[config.mk]
export PLATFORM = sky130hd
export DESIGN_NAME = conv_scale_bank_flat
export DESIGN_NICKNAME = d
export VERILOG_FILES = /design/src/rtl/conv_scale_pkg.sv /design/src/rtl/conv_scale_bank_if.sv /design/src/rtl/conv_scale_mem.sv /design/src/rtl/conv_scale_bank.sv /design/src/flat_wrapper.sv
export SDC_FILE = /design/constraint.sdc
export NUM_CORES = 1
export LEC_CHECK = 0
export ABC_AREA = 1
export CAP_MARGIN = 20
export CORE_MARGIN = 10
export CORE_UTILIZATION = 55
export DETAILED_ROUTE_END_ITERATION = 8
export PLACE_DENSITY_LB_ADDON = 0.25
export SYNTH_ARGS = -nofsm -noshare
export SYNTH_HDL_FRONTEND = slang
export SYNTH_SLANG_ARGS = --single-unit
[constraint.sdc]
create_clock -name clk -period 3.6 [get_ports clk]
set_clock_uncertainty 0.05 [all_clocks]
set_input_delay 0.36 -clock clk [delete_from_list [all_inputs] [get_ports clk]]
set_output_delay 0.36 -clock clk [all_outputs]
set_load 0.01 [all_outputs]
[src/rtl/conv_scale_pkg.sv]
// rtl/conv_scale_pkg.sv - shared defaults and types for the conv scale bank
package conv_scale_pkg;

  localparam int SCALE_WIDTH_DEF = 24;
  localparam int NUM_CH_DEF      = 16;

  // Read-side sequencer states
  typedef enum logic {
    IDLE   = 1'b0,
    STREAM = 1'b1
  } rd_state_e;

  typedef logic [SCALE_WIDTH_DEF-1:0] scale_word_t;

endpackage

[src/rtl/conv_scale_bank_if.sv]
// rtl/conv_scale_bank_if.sv - load port and scale stream bundle for conv_scale_bank
interface conv_scale_bank_if
  import conv_scale_pkg::*;
#(
  parameter int SCALE_WIDTH = SCALE_WIDTH_DEF,
  parameter int NUM_CH      = NUM_CH_DEF
) ();

  localparam int CH_W = $clog2(NUM_CH);

  logic                   load_valid;
  logic [SCALE_WIDTH-1:0] load_data;
  logic                   load_ready;
  logic                   load_done;
  logic                   rd_start;
  logic                   rd_ready;
  logic [SCALE_WIDTH-1:0] scale;
  logic [CH_W-1:0]        scale_ch;
  logic                   scale_valid;
  logic                   scale_last;
  logic                   bank_full;

  // Parameter loader / requant consumer side
  modport master (
    output load_valid, load_data, rd_start, rd_ready,
    input  load_ready, load_done, scale, scale_ch, scale_valid, scale_last, bank_full
  );

  // Scale bank side
  modport slave (
    input  load_valid, load_data, rd_start, rd_ready,
    output load_ready, load_done, scale, scale_ch, scale_valid, scale_last, bank_full
  );

endinterface

[src/rtl/conv_scale_mem.sv]
// rtl/conv_scale_mem.sv - NUM_CH x SCALE_WIDTH scale storage, sync write, registered read
module conv_scale_mem
  import conv_scale_pkg::*;
#(
  parameter  int SCALE_WIDTH = SCALE_WIDTH_DEF,
  parameter  int NUM_CH      = NUM_CH_DEF,
  localparam int CH_W        = $clog2(NUM_CH)
) (
  input  logic                   clk,
  input  logic                   rst,
  input  logic                   we,
  input  logic [CH_W-1:0]        wr_addr,
  input  logic [SCALE_WIDTH-1:0] wr_data,
  input  logic                   re,
  input  logic [CH_W-1:0]        rd_addr,
  output logic [SCALE_WIDTH-1:0] rd_data
);

  logic [SCALE_WIDTH-1:0] mem [NUM_CH];

  // Storage array has no reset; contents are only meaningful after a full load
  always_ff @(posedge clk) begin
    if (we) begin
      mem[wr_addr] <= wr_data;
    end
  end

  // Read register doubles as the scale output, so it holds whenever re is low
  always_ff @(posedge clk or posedge rst) begin
    if (rst) begin
      rd_data <= '0;
    end else if (re) begin
      rd_data <= mem[rd_addr];
    end
  end

endmodule

[src/rtl/conv_scale_bank.sv]
// rtl/conv_scale_bank.sv - per-channel requant scale bank; CONV_SCALE_DOUBLE_BUF_EN selects two banks
module conv_scale_bank
  import conv_scale_pkg::*;
#(
  parameter int SCALE_WIDTH = SCALE_WIDTH_DEF,
  parameter int NUM_CH      = NUM_CH_DEF
) (
  input  logic             clk,
  input  logic             rst,
  conv_scale_bank_if.slave bus
);

  localparam int              CH_W    = $clog2(NUM_CH);
  localparam logic [CH_W-1:0] LAST_CH = CH_W'(NUM_CH - 1);

  rd_state_e              state_q, state_d;
  logic [CH_W-1:0]        ld_ptr;
  logic [CH_W-1:0]        rd_ch;
  logic [CH_W-1:0]        rd_addr;
  logic                   rd_en;
  logic                   start_go;
  logic                   load_done_q;
  logic                   bank_full_q;
  logic                   load_acc;
  logic                   load_wrap;
  logic                   out_acc;
  logic                   last_acc;
  logic                   start_block;
  logic                   set_full;
  logic                   clr_full;
  logic                   load_ready_int;
  logic [SCALE_WIDTH-1:0] scale_int;

  assign load_acc  = bus.load_valid && load_ready_int;
  assign load_wrap = load_acc && (ld_ptr == LAST_CH);
  assign out_acc   = (state_q == STREAM) && bus.rd_ready;
  assign last_acc  = out_acc && (rd_ch == LAST_CH);

  // Read sequencer: start condition, next state and read-port address
  always_comb begin
    state_d  = state_q;
    start_go = 1'b0;
    rd_en    = 1'b0;
    rd_addr  = rd_ch + CH_W'(1);
    case (state_q)
      IDLE: begin
        if (bus.rd_start && bank_full_q && !start_block) begin
          start_go = 1'b1;
          rd_en    = 1'b1;
          rd_addr  = '0;
          state_d  = STREAM;
        end
      end
      STREAM: begin
        if (out_acc) begin
          if (rd_ch == LAST_CH) begin
            state_d = IDLE;
          end else begin
            rd_en = 1'b1;
          end
        end
      end
      default: state_d = IDLE;
    endcase
  end

  // State register and channel index of the word currently presented
  always_ff @(posedge clk or posedge rst) begin
    if (rst) begin
      state_q <= IDLE;
      rd_ch   <= '0;
    end else begin
      state_q <= state_d;
      if (start_go) begin
        rd_ch <= '0;
      end else if (out_acc && !last_acc) begin
        rd_ch <= rd_ch + CH_W'(1);
      end
    end
  end

  // Load pointer, completion pulse and full flag
  always_ff @(posedge clk or posedge rst) begin
    if (rst) begin
      ld_ptr      <= '0;
      load_done_q <= 1'b0;
      bank_full_q <= 1'b0;
    end else begin
      load_done_q <= load_wrap;
      if (load_acc) begin
        ld_ptr <= load_wrap ? '0 : ld_ptr + CH_W'(1);
      end
      if (set_full) begin
        bank_full_q <= 1'b1;
      end else if (clr_full) begin
        bank_full_q <= 1'b0;
      end
    end
  end

`ifdef CONV_SCALE_DOUBLE_BUF_EN
  logic                   act_q;
  logic                   swap_pending_q;
  logic                   swap_now;
  logic [SCALE_WIDTH-1:0] rd_data0;
  logic [SCALE_WIDTH-1:0] rd_data1;

  // A finished shadow set goes live at once in IDLE, otherwise when the stream ends
  assign swap_now       = (load_wrap && ((state_q == IDLE) || last_acc))
                        || (last_acc && swap_pending_q);
  assign start_block    = load_wrap;
  assign set_full       = swap_now;
  assign clr_full       = 1'b0;
  assign load_ready_int = !swap_pending_q;
  assign scale_int      = act_q ? rd_data1 : rd_data0;

  // Active-bank select and deferred swap flag
  always_ff @(posedge clk or posedge rst) begin
    if (rst) begin
      act_q          <= 1'b0;
      swap_pending_q <= 1'b0;
    end else begin
      if (swap_now) begin
        act_q <= ~act_q;
      end
      if (swap_now) begin
        swap_pending_q <= 1'b0;
      end else if (load_wrap) begin
        swap_pending_q <= 1'b1;
      end
    end
  end

  conv_scale_mem #(.SCALE_WIDTH(SCALE_WIDTH), .NUM_CH(NUM_CH)) u_mem_bank0 (
    .clk(clk), .rst(rst),
    .we(load_acc && act_q), .wr_addr(ld_ptr), .wr_data(bus.load_data),
    .re(rd_en), .rd_addr(rd_addr), .rd_data(rd_data0)
  );

  conv_scale_mem #(.SCALE_WIDTH(SCALE_WIDTH), .NUM_CH(NUM_CH)) u_mem_bank1 (
    .clk(clk), .rst(rst),
    .we(load_acc && !act_q), .wr_addr(ld_ptr), .wr_data(bus.load_data),
    .re(rd_en), .rd_addr(rd_addr), .rd_data(rd_data1)
  );
`else
  // One bank: loads only in IDLE, and the first word of a new set invalidates it
  assign start_block    = load_acc;
  assign set_full       = load_wrap;
  assign clr_full       = load_acc && (ld_ptr == '0);
  assign load_ready_int = (state_q == IDLE);

  conv_scale_mem #(.SCALE_WIDTH(SCALE_WIDTH), .NUM_CH(NUM_CH)) u_mem_bank (
    .clk(clk), .rst(rst),
    .we(load_acc), .wr_addr(ld_ptr), .wr_data(bus.load_data),
    .re(rd_en), .rd_addr(rd_addr), .rd_data(scale_int)
  );
`endif

  assign bus.load_ready  = load_ready_int;
  assign bus.load_done   = load_done_q;
  assign bus.bank_full   = bank_full_q;
  assign bus.scale       = scale_int;
  assign bus.scale_ch    = rd_ch;
  assign bus.scale_valid = (state_q == STREAM);
  assign bus.scale_last  = (state_q == STREAM) && (rd_ch == LAST_CH);

endmodule

[src/flat_wrapper.sv]
// flat-port wrapper written by rule: the top's interface ports become plain ports
module conv_scale_bank_flat import conv_scale_pkg::*;
#(
  parameter int SCALE_WIDTH = SCALE_WIDTH_DEF,
  parameter int NUM_CH      = NUM_CH_DEF
)
  (clk, rst, bus_load_valid, bus_load_data, bus_rd_start, bus_rd_ready, bus_load_ready, bus_load_done, bus_scale, bus_scale_ch, bus_scale_valid, bus_scale_last, bus_bank_full);
  conv_scale_bank_if #(.SCALE_WIDTH(SCALE_WIDTH), .NUM_CH(NUM_CH)) bus_i ();
  input  logic clk;
  input  logic rst;
  input wire logic [$bits(bus_i.load_valid)-1:0] bus_load_valid;
  input wire logic [$bits(bus_i.load_data)-1:0] bus_load_data;
  input wire logic [$bits(bus_i.rd_start)-1:0] bus_rd_start;
  input wire logic [$bits(bus_i.rd_ready)-1:0] bus_rd_ready;
  output wire logic [$bits(bus_i.load_ready)-1:0] bus_load_ready;
  output wire logic [$bits(bus_i.load_done)-1:0] bus_load_done;
  output wire logic [$bits(bus_i.scale)-1:0] bus_scale;
  output wire logic [$bits(bus_i.scale_ch)-1:0] bus_scale_ch;
  output wire logic [$bits(bus_i.scale_valid)-1:0] bus_scale_valid;
  output wire logic [$bits(bus_i.scale_last)-1:0] bus_scale_last;
  output wire logic [$bits(bus_i.bank_full)-1:0] bus_bank_full;
  assign bus_i.load_valid = bus_load_valid;
  assign bus_i.load_data = bus_load_data;
  assign bus_i.rd_start = bus_rd_start;
  assign bus_i.rd_ready = bus_rd_ready;
  assign bus_load_ready = bus_i.load_ready;
  assign bus_load_done = bus_i.load_done;
  assign bus_scale = bus_i.scale;
  assign bus_scale_ch = bus_i.scale_ch;
  assign bus_scale_valid = bus_i.scale_valid;
  assign bus_scale_last = bus_i.scale_last;
  assign bus_bank_full = bus_i.bank_full;
  conv_scale_bank #(.SCALE_WIDTH(SCALE_WIDTH), .NUM_CH(NUM_CH)) u_core (.clk(clk), .rst(rst), .bus(bus_i));
endmodule
=== Word level (Yosys, flattened, before mapping) ===
Memory sizes are Yosys's and may differ from the RTL's. A register that Yosys moved wholly into a read port is not among the register bits.
Cells that the tools add are included.

* Register bits after elaboration: 11
* Bits in latches: 0
* RAM bits: 384
* Memory bits (read-only): 0
* Input port bits: 29
* Output and inout bits: 33
* Memories kept: 1

* $add $sub $neg: 2
* Multiply operators: 0
* Divide/modulo/power cells: 0
* Magnitude comparators: 0
* Equal/unequal tests: 2
* Shift-type cells: 0
* Mux-type cells: 16
* Bitwise gates (word level): 1
* Reduce and logical (&&, ||, !) cells: 14

{| class="wikitable"
|+ Memory list
! memory !! words !! width !! rd ports !! clocked after Yosys merged registers in !! wr ports !! RTL line !! RTL
|-
| u_core.u_mem_bank.mem || 16 || 24 || 1 || 1 || 1 || conv_scale_mem.sv:19 || <nowiki>logic [SCALE_WIDTH-1:0] mem [NUM_CH];</nowiki>
|}

{| class="wikitable"
|+ Operator list
! kind !! number
|-
| 4-bit two-way mux || 5
|-
| 1-bit logical AND || 9
|-
| 1-bit two-way mux || 9
|-
| 4-bit by 1-bit adder with 4-bit output, second input constant || 2
|-
| 4-bit equality test, second input constant || 2
|-
| 4-bit logical NOT || 1
|-
| 1-bit case mux with 2 select lines || 2
|-
| 2-bit nonzero test || 2
|-
| 1-bit logical NOT || 2
|-
| 1-bit NOT || 1
|}

=== Longest topological paths before layout ===
Gate-level depths: netlist of the first run.

* Depth after elaboration: 7
* Gate-level depth with buffers: 14
* Gate-level depth less buffers: 12

=== Hierarchy ===
From an unflattened synthesis of the first run, not the netlist that was laid out.

* Cell total of the unflattened synthesis: 1467
* Area, all modules: 16936.2 um2

{| class="wikitable"
|+ By module, submodules not included
! module !! instances !! cells an instance !! area each (um2) !! sequential area each (um2)
|-
| conv_scale_mem || 1 || 1388 || 16315.6 || 12131.6
|-
| conv_scale_bank || 1 || 79 || 620.6 || 275.3
|}

=== Least setup slack after synthesis of the first run ===
No wires, ideal clock.

* Path kind: register to register
* Start point: register u_core.state_q (netlist: u_core.bus.scale_valid)
* End point: register u_core.ld_ptr[0]
* Library setup time: 0.138 ns
* Data arrival time: 2.451 ns
* Data required time: 3.412 ns
* Path slack: 0.960 ns
* Stages on the path, launching flop included: 7
* Clock period less this slack: 2.640 ns
* Path through: dfrtp_1 nor2_1 nand2_1 nor2_1 inv_1 nand3_1 o21ai_0

* Cells in the longest elaborated chain, start to end: 4

{| class="wikitable"
|+ RTL lines
! element !! RTL line !! RTL
|-
| start, declared || conv_scale_bank.sv:16 || <nowiki>rd_state_e state_q, state_d;</nowiki>
|-
| start signal, assigned || conv_scale_bank.sv:73 || <nowiki>state_q <= state_d;</nowiki>
|-
| 1-bit NOT || conv_scale_bank.sv:150 || <nowiki>assign load_ready_int = (state_q == IDLE);</nowiki>
|-
| 1-bit logical AND || conv_scale_bank.sv:34 || <nowiki>assign load_acc = bus.load_valid && load_ready_int;</nowiki>
|-
| 1-bit logical AND || conv_scale_bank.sv:35 || <nowiki>assign load_wrap = load_acc && (ld_ptr == LAST_CH);</nowiki>
|-
| named net u_core.load_wrap || conv_scale_bank.sv:25 || <nowiki>logic load_wrap;</nowiki>
|-
| 4-bit two-way mux || conv_scale_bank.sv:91 || <nowiki>ld_ptr <= load_wrap ? '0 : ld_ptr + CH_W'(1);</nowiki>
|-
| end signal, assigned || conv_scale_bank.sv:91 ||
|-
| end, declared || conv_scale_bank.sv:17 || <nowiki>logic [CH_W-1:0] ld_ptr;</nowiki>
|}

The timed path passes the listed nets, and every way through them passes these cells.
A chain may end at the register's enable or synchronous reset.

=== Final worst setup path of the first run ===
* Start point: register u_core.rd_ch[0] (netlist: u_core.bus.scale_ch[0])
* End point: register u_core.u_mem_bank.rd_data[5], read port of u_core.u_mem_bank.mem

* Cells in the longest elaborated chain, start to end: 4
* Elaborated cells between the ends (all ways): 7

{| class="wikitable"
|+ RTL lines
! element !! RTL line !! RTL
|-
| start, declared || conv_scale_bank.sv:18 || <nowiki>logic [CH_W-1:0] rd_ch;</nowiki>
|-
| start signal, assigned || conv_scale_bank.sv:77 || <nowiki>rd_ch <= rd_ch + CH_W'(1);</nowiki>
|-
| parallel branches: the longest is 4 deep, another holds 4-bit by 1-bit adder with 4-bit output || - ||
|-
| end, declared || conv_scale_mem.sv:16 || <nowiki>output logic [SCALE_WIDTH-1:0] rd_data</nowiki>
|}

Parallel ways; which one is timed is not known.

==> flow_metrics.tcl, run 1 <==
set metrics [dict create \
    multi_input_area_sq_um 4580 \
    clk_latency_ps 530 \
    yosys-top-cells-count "edfxtp_1 (384), nand2_1 (383), nand3_1 (312)" \
    wl_met2_um 21100 \
    die_area_sq_um 40300 \
    cts_setup_buffers 0 \
    slew_headroom_pct 37.7 \
    worst-endpoint-required_ps 3970 \
    endpoint_kind "flip-flop" \
    io_buffers 61 \
    groute.usage.overall_pct 22.5 \
    critPathMaxFanout 26 \
    rsz0062_at_grt "no" \
    place.gp.congestion 0.859 \
    vias_per_cell 5.61 \
    wl_met3_um 3940 \
    tightest_slew_ps 933 \
    cts.path.max_buffers 3 \
    clkTransAtPathRegs_ps 60 \
    setup-violations-final 0 \
    drcViolationCount 0 \
    core_sq_um 32400 \
    cpPeakStageDelay_ps 710 \
    met1_length_um 19800 \
    slowest_stage "nor2_4" \
    syn_inst 1663 \
    synthDistinctLibCells 28 \
    postCtsHoldBufs 0 \
    ys.flop_type "edfxtp_1" \
    pin_count 62 \
    start_util_pct 55.5 \
    path_cells "ha_1 > nand2_1 > nand2_1 > nor2_4 > buf_4 > nand3_1 > nand3_1 > nand2_1 > nand2_1 > nand2_1" \
    cts_resized 0 \
    chipHeight_um 201 \
    path_common_cell "nand2_1" \
    synth_top_area_share_pct 64.2 \
    outcome "finished clean" \
    numCtsBuffers 45 \
    fillers 2542 \
    hold_path.class "in2async" \
    critical_path_class "reg2reg" \
    row_count 66 \
    diodes 0 \
    synth.area.top_cells "edfxtp_1 (64%), nand3_1 (8.7%), nand2_1 (8.0%), dfrtp_1 (4.9%), nor2_1 (3.8%)" \
    clock.fmax_ghz 0.376 \
    fin_nets 1753 \
    min_period_ps 2660 \
    clockRootBuffer "clkbuf_16" \
    tns_ps 0 \
    crit_arrival_ps 3030 \
    cts_tree "done" \
    synth-warning-count 0 \
    critPathBufInv 1 \
    cts.sinks 419 \
    grt_pass1_wl_um 71200 \
    grt_max_degree 123 \
    synth_edf_count 384 \
    antenna_found_initial 0 \
    async_flop_share_pct 8.35 \
    powerDensity_nw_per_um2 818 \
    postSynthAreaPerCell_sq_um 10.8 \
    yosysMostFrequentCell "edfxtp_1" \
    drt-initial-drc-count 1519 \
    grt_overflow 0 \
    grt_pass1_vias 11841 \
    hold_viol_final 0 \
    vias 12319 \
    dr.pass1.iters 6 \
    top_layer_used "met4" \
    drive_gt1_share_pct 8.50 \
    ys_ff_latch 419 \
    min_period_over_period_pct 73.8 \
    synth_top_area_cell "edfxtp_1" \
    ys_seq_area_share_pct 69.1 \
    wl_per_cell_um 21.1 \
    p_total_w 0.0169 \
    peakVddDrop_mv 0.665 \
    p_leak_nw 8.18 \
    path_delay_family "simple AND/OR/NAND/NOR gates" \
    slew_violations 0 \
    die_w_um 201 \
    syn-num-nets 1697 \
    routed_wl_um 46200 \
    start_kind "flip-flop" \
    antenna_left 0 \
    drv_cap 0 \
    htreeDepth 2 \
    regArea_sq_um 12400 \
    areaGrowthSynthToFinish_pct 14.8 \
    syn_area_sq_um 18000 \
    dp_hpwl_um 27800 \
]
-- where the power goes --
part | switching [W] | total (W) | internal, W | leakage, nW
sequential | 0.000216 | 0.00577 | 0.00556 | 3.87
combinational | 0.00455 | 0.00674 | 0.00219 | 3.65
clock | 0.00178 | 0.00435 | 0.00257 | 0.666
-- placed cells by master, fill, tap and decap left out, types with 2 or more instances in the layout --
cell type        count
dfrtp_1             35
nand3b_1            54
buf_12              10
nor2_4              17
ha_1                 5
buf_4               33
nand2_1            381
clkinv_1             4
bufinv_16            2
clkinvlp_4           4
clkbuf_8             6
o21ai_1              8
clkbuf_16           45
o21bai_1             2
nand3_1            312
nor2_1             166
nand2_4              3
clkbuf_1            16
clkdlybuf4s50_1     61
nand2_2              2
or2_2               18
o21ai_0              8
inv_2                2
edfxtp_1           384
nor3_1               2
clkinv_2             4
inv_1              161
-- registers in the layout, summed over array words and instances (netlist names) --
name / count
u_core.bus.bank_full: 1
u_core.bus.load_done: 1
u_core.bus.scale_ch: 4
u_core.bus.scale_valid: 1
u_core.ld_ptr: 4
u_core.u_mem_bank.mem: 384
u_core.u_mem_bank.rd_data: 24
-- worst paths after layout --
kind	from	endpoint	slack, ps	depth (start not counted)
setup reg to reg	u_core.bus.scale_ch[0]$_DFFE_PP0P_	u_core.u_mem_bank.rd_data[5]$_DFFE_PP0P_	940	10
hold reg to reg	u_core.u_mem_bank.rd_data[21]$_DFFE_PP0P_	u_core.u_mem_bank.rd_data[21]$_DFFE_PP0P_	430	2
hold / removal	rst	u_core.bus.scale_ch[1]$_DFFE_PP0P_	150	2
setup / recovery	u_core.bus.scale_ch[0]$_DFFE_PP0P_	u_core.u_mem_bank.rd_data[5]$_DFFE_PP0P_	940	10
min in group clk	bus_rd_ready	u_core.bus.scale_valid$_DFF_PP0_	380	2
max in group asynchronous	rst	u_core.u_mem_bank.rd_data[10]$_DFFE_PP0P_	2620	3
-- metrics by stage --
| stage | instances | hold WS (ps) | util [%] | setup slack (ps) | cell area (sq um) |
|---|---|---|---|---|---|
| 6_report | 2194 | 146 | 63.7 | 944 | 20600 |
| 5_1_grt | 2194 | 198 | 63.7 | 814 | 20600 |
| 3_3_place_gp | 2114 | 417 | 59.4 | 818 | 19200 |
| 3_5_place_dp | 2114 | 420 | 59.4 | 787 | 19200 |
| 4_1_cts | 2194 | 143 | 63.7 | 962 | 20600 |
| 2_1_floorplan | 1663 | 409 | - | 960 | 18000 |
-- routing by layer --
metal	global-route usage (%)	vias to the layer above
li1	-	5682
met1	31.5	5949
met2	34.9	610
met3	3.97	78
met4	8.11	0
met5	0	-
-- layout make-up --
type	instances	share of cell area (%)
flip-flops and latches	419	60.2
multi-input cells	984	22.2
clock buffers	67	6.15
repair buffers	104	5.13
inverters	165	3.03
well taps	442	2.68
clock inverters	13	0.589
-- logic make-up (layout without fill, tap and decap cells) --
group | count (synthesis) | count (layout) | share of synthesized area, %
simple gates | 958 | 958 | 23.8
flops | 419 | 419 | 69.1
buf+inv | 260 | 349 | 6.12
compound gates | 20 | 20 | 0.599
fa+ha+maj | 5 | 5 | 0.348
xor+xnor | 1 | 1 | 0.0488
Note: power is estimated with default switching activity, not from simulation.
==> run 2, diff against run 1 <==
==> constraint.sdc (replaced) <==
create_clock -name clk -period 2.39 [get_ports clk]
set_clock_uncertainty 0.05 [all_clocks]
set_input_delay 0.239 -clock clk [delete_from_list [all_inputs] [get_ports clk]]
set_output_delay 0.239 -clock clk [all_outputs]
set_load 0.01 [all_outputs]
==> flow_metrics.tcl, run 2 (synthesis gave the netlist of run 1 again) <==
set metrics [dict create \
    peakVddDrop_mv 1.21 \
    endpoint_kind "flip-flop" \
    slew_headroom_pct 58.3 \
    grt_pass1_wl_um 71200 \
    antenna_left 0 \
    dr.pass1.iters 6 \
    numCtsBuffers 44 \
    grt_max_degree 84 \
    clkTransAtPathRegs_ps 60 \
    critical_path_class "reg2reg" \
    crit-reg2reg-launch "u_core.bus.bank_full$_DFFE_PP0P_" \
    worst-endpoint-required_ps 2760 \
    chipHeight_um 201 \
    min_period_ps 2000 \
    min_period_over_period_pct 83.7 \
    largest_reg_flops 384 \
    start_kind "flip-flop" \
    antenna_found_initial 1 \
    diodes 0 \
    drt-initial-drc-count 1306 \
    reg2reg_to "u_core.u_mem_bank.rd_data[13]$_DFFE_PP0P_" \
    clk_latency_ps 550 \
    place_area_sq_um 19700 \
    pin_count 62 \
    cts.path.max_buffers 3 \
    die_w_um 201 \
    areaGrowthSynthToFinish_pct 17.4 \
    cts_setup_buffers 0 \
    layout_common_cells "edfxtp_1 (384), nand2_1 (381), nand3_1 (312), nor2_1 (166), inv_1 (161)" \
    clock.fmax_ghz 0.500 \
    die_area_sq_um 40300 \
    grt_use_met1_pct 30.5 \
    rsz0062_at_grt "no" \
    place.gp.congestion 0.836 \
    ff2ff_path_depth 11 \
    drive_gt1_share_pct 9.78 \
    fillers 2471 \
    crit_start "u_core.bus.bank_full$_DFFE_PP0P_" \
    io_buffers 61 \
    globalRouteMet3Util_pct 3.66 \
    crit_arrival_ps 2380 \
    groute.usage.overall_pct 22.5 \
    met2_usage_pct 36.8 \
    core_sq_um 32400 \
    top_regs "u_core.u_mem_bank.mem: 384 flops, u_core.u_mem_bank.rd_data: 24 flops" \
    tns_ps 0 \
    grt_overflow 0 \
    fin_nets 1780 \
    final_area_sq_um 21100 \
    slew_violations 0 \
    clockRootBuffer "clkbuf_16" \
    tightest_slew_ps 623 \
    setup-violations-final 0 \
    grt.busiest_layer "met2" \
    p_leak_nw 8.41 \
    routed_wl_um 45700 \
    start_util_pct 55.5 \
    final_common_cell "edfxtp_1" \
    dp_hpwl_um 25700 \
    largest-register "u_core.u_mem_bank.mem" \
    vias 12500 \
    outcome "finished clean" \
    grt_pass1_vias 12133 \
    hold_viol_final 0 \
    whs_ps 14.2 \
    critPathMaxFanout 83 \
    htreeDepth 2 \
    regToRegSetupSlack_ps 390 \
    powerDensity_nw_per_um2 1200 \
    row_count 66 \
    vias_per_cell 5.63 \
    cts_tree "done" \
    drv_cap 0 \
    cts.sinks 419 \
    wl_per_cell_um 20.6 \
    fin_util_pct 65.1 \
    drcViolationCount 0 \
    hold_path.class "in2async" \
]
## run 2: cell types whose count changed in the layout (fill, tap and decap cells not counted), sizes merged
cell | previous run | this run
clkdlybuf4s50 | 61 | 60
dlymetal6s2s | 0 | 1
clkinvlp | 4 | 0
inv | 164 | 165
clkbuf | 67 | 63
clkinv | 8 | 15
bufinv | 2 | 1
buf | 43 | 71
## run 2: worst max-delay path: stages (launching register included)
cell	delay, ps
dfrtp_1	430
nand2_1	100
inv_1	70
nand2_4	170
buf_12	350
nand3b_1	150
nand3_1	120
nand3_1	90
nand3_1	110
nand2_1	60
nand2_1	50
nand2_1	60
## run 2: layout make-up
cell class                 count  area (sq um)  share of cell area, %
multi-input combinational    984          4580                   21.7
timing repair buffer         132          1580                   7.52
inverter                     165           624                   2.96
sequential                   419         12400                   58.9
clock inverter                16           111                  0.528
clock buffer                  63          1210                   5.75
tap                          442           553                   2.62
## run 2: layer usage
metal	vias to the layer above	wire [um]	share of wire [%]
met1	6081	18600	41
met4	2	1120	2.4
met3	87	4180	9.1
li1	5735	-	-
met5	-	18	0.039
met2	595	21800	48
## run 2: how the worst max path moves through the flow
stage                     cells past startpoint  slack, ps                                   endpoint
final                                        11        390  u_core.u_mem_bank.rd_data[13]$_DFFE_PP0P_
after global routing                         11        220  u_core.u_mem_bank.rd_data[19]$_DFFE_PP0P_
after global placement                        7        180     u_core.u_mem_bank.mem[0][11]$_DFFE_PP_
after floorplan                               3       -130     u_core.u_mem_bank.mem[11][0]$_DFFE_PP_
after detailed placement                     14        190  u_core.u_mem_bank.rd_data[16]$_DFFE_PP0P_
after CTS                                     6         60                             bus_scale_last
## run 2: per-stage QoR
step	worst slack, ps	instances	total power, W
finish	389	2221	0.0252
global placement	182	2142	0.0188
global route	225	2221	0.0268
floorplan	-132	1663	0.0153
CTS	58.1	2221	0.0253
detailed placement	192	2142	0.0189
## run 2: what timing repair did
item	4_1_cts	5_1_grt
hold buffers	0	0
endpoints found under the setup margin	0	1
resized for setup	0	2
## run 2: where the power goes
part | internal [W] | switching (W) | total, W | leakage, nW
Clock | 0.00363 | 0.00271 | 0.00634 | 0.649
Combinational | 0.00365 | 0.00657 | 0.0102 | 3.89
Sequential | 0.00837 | 0.000301 | 0.00867 | 3.87
Total | 0.0156 | 0.00957 | 0.0252 | 8.41
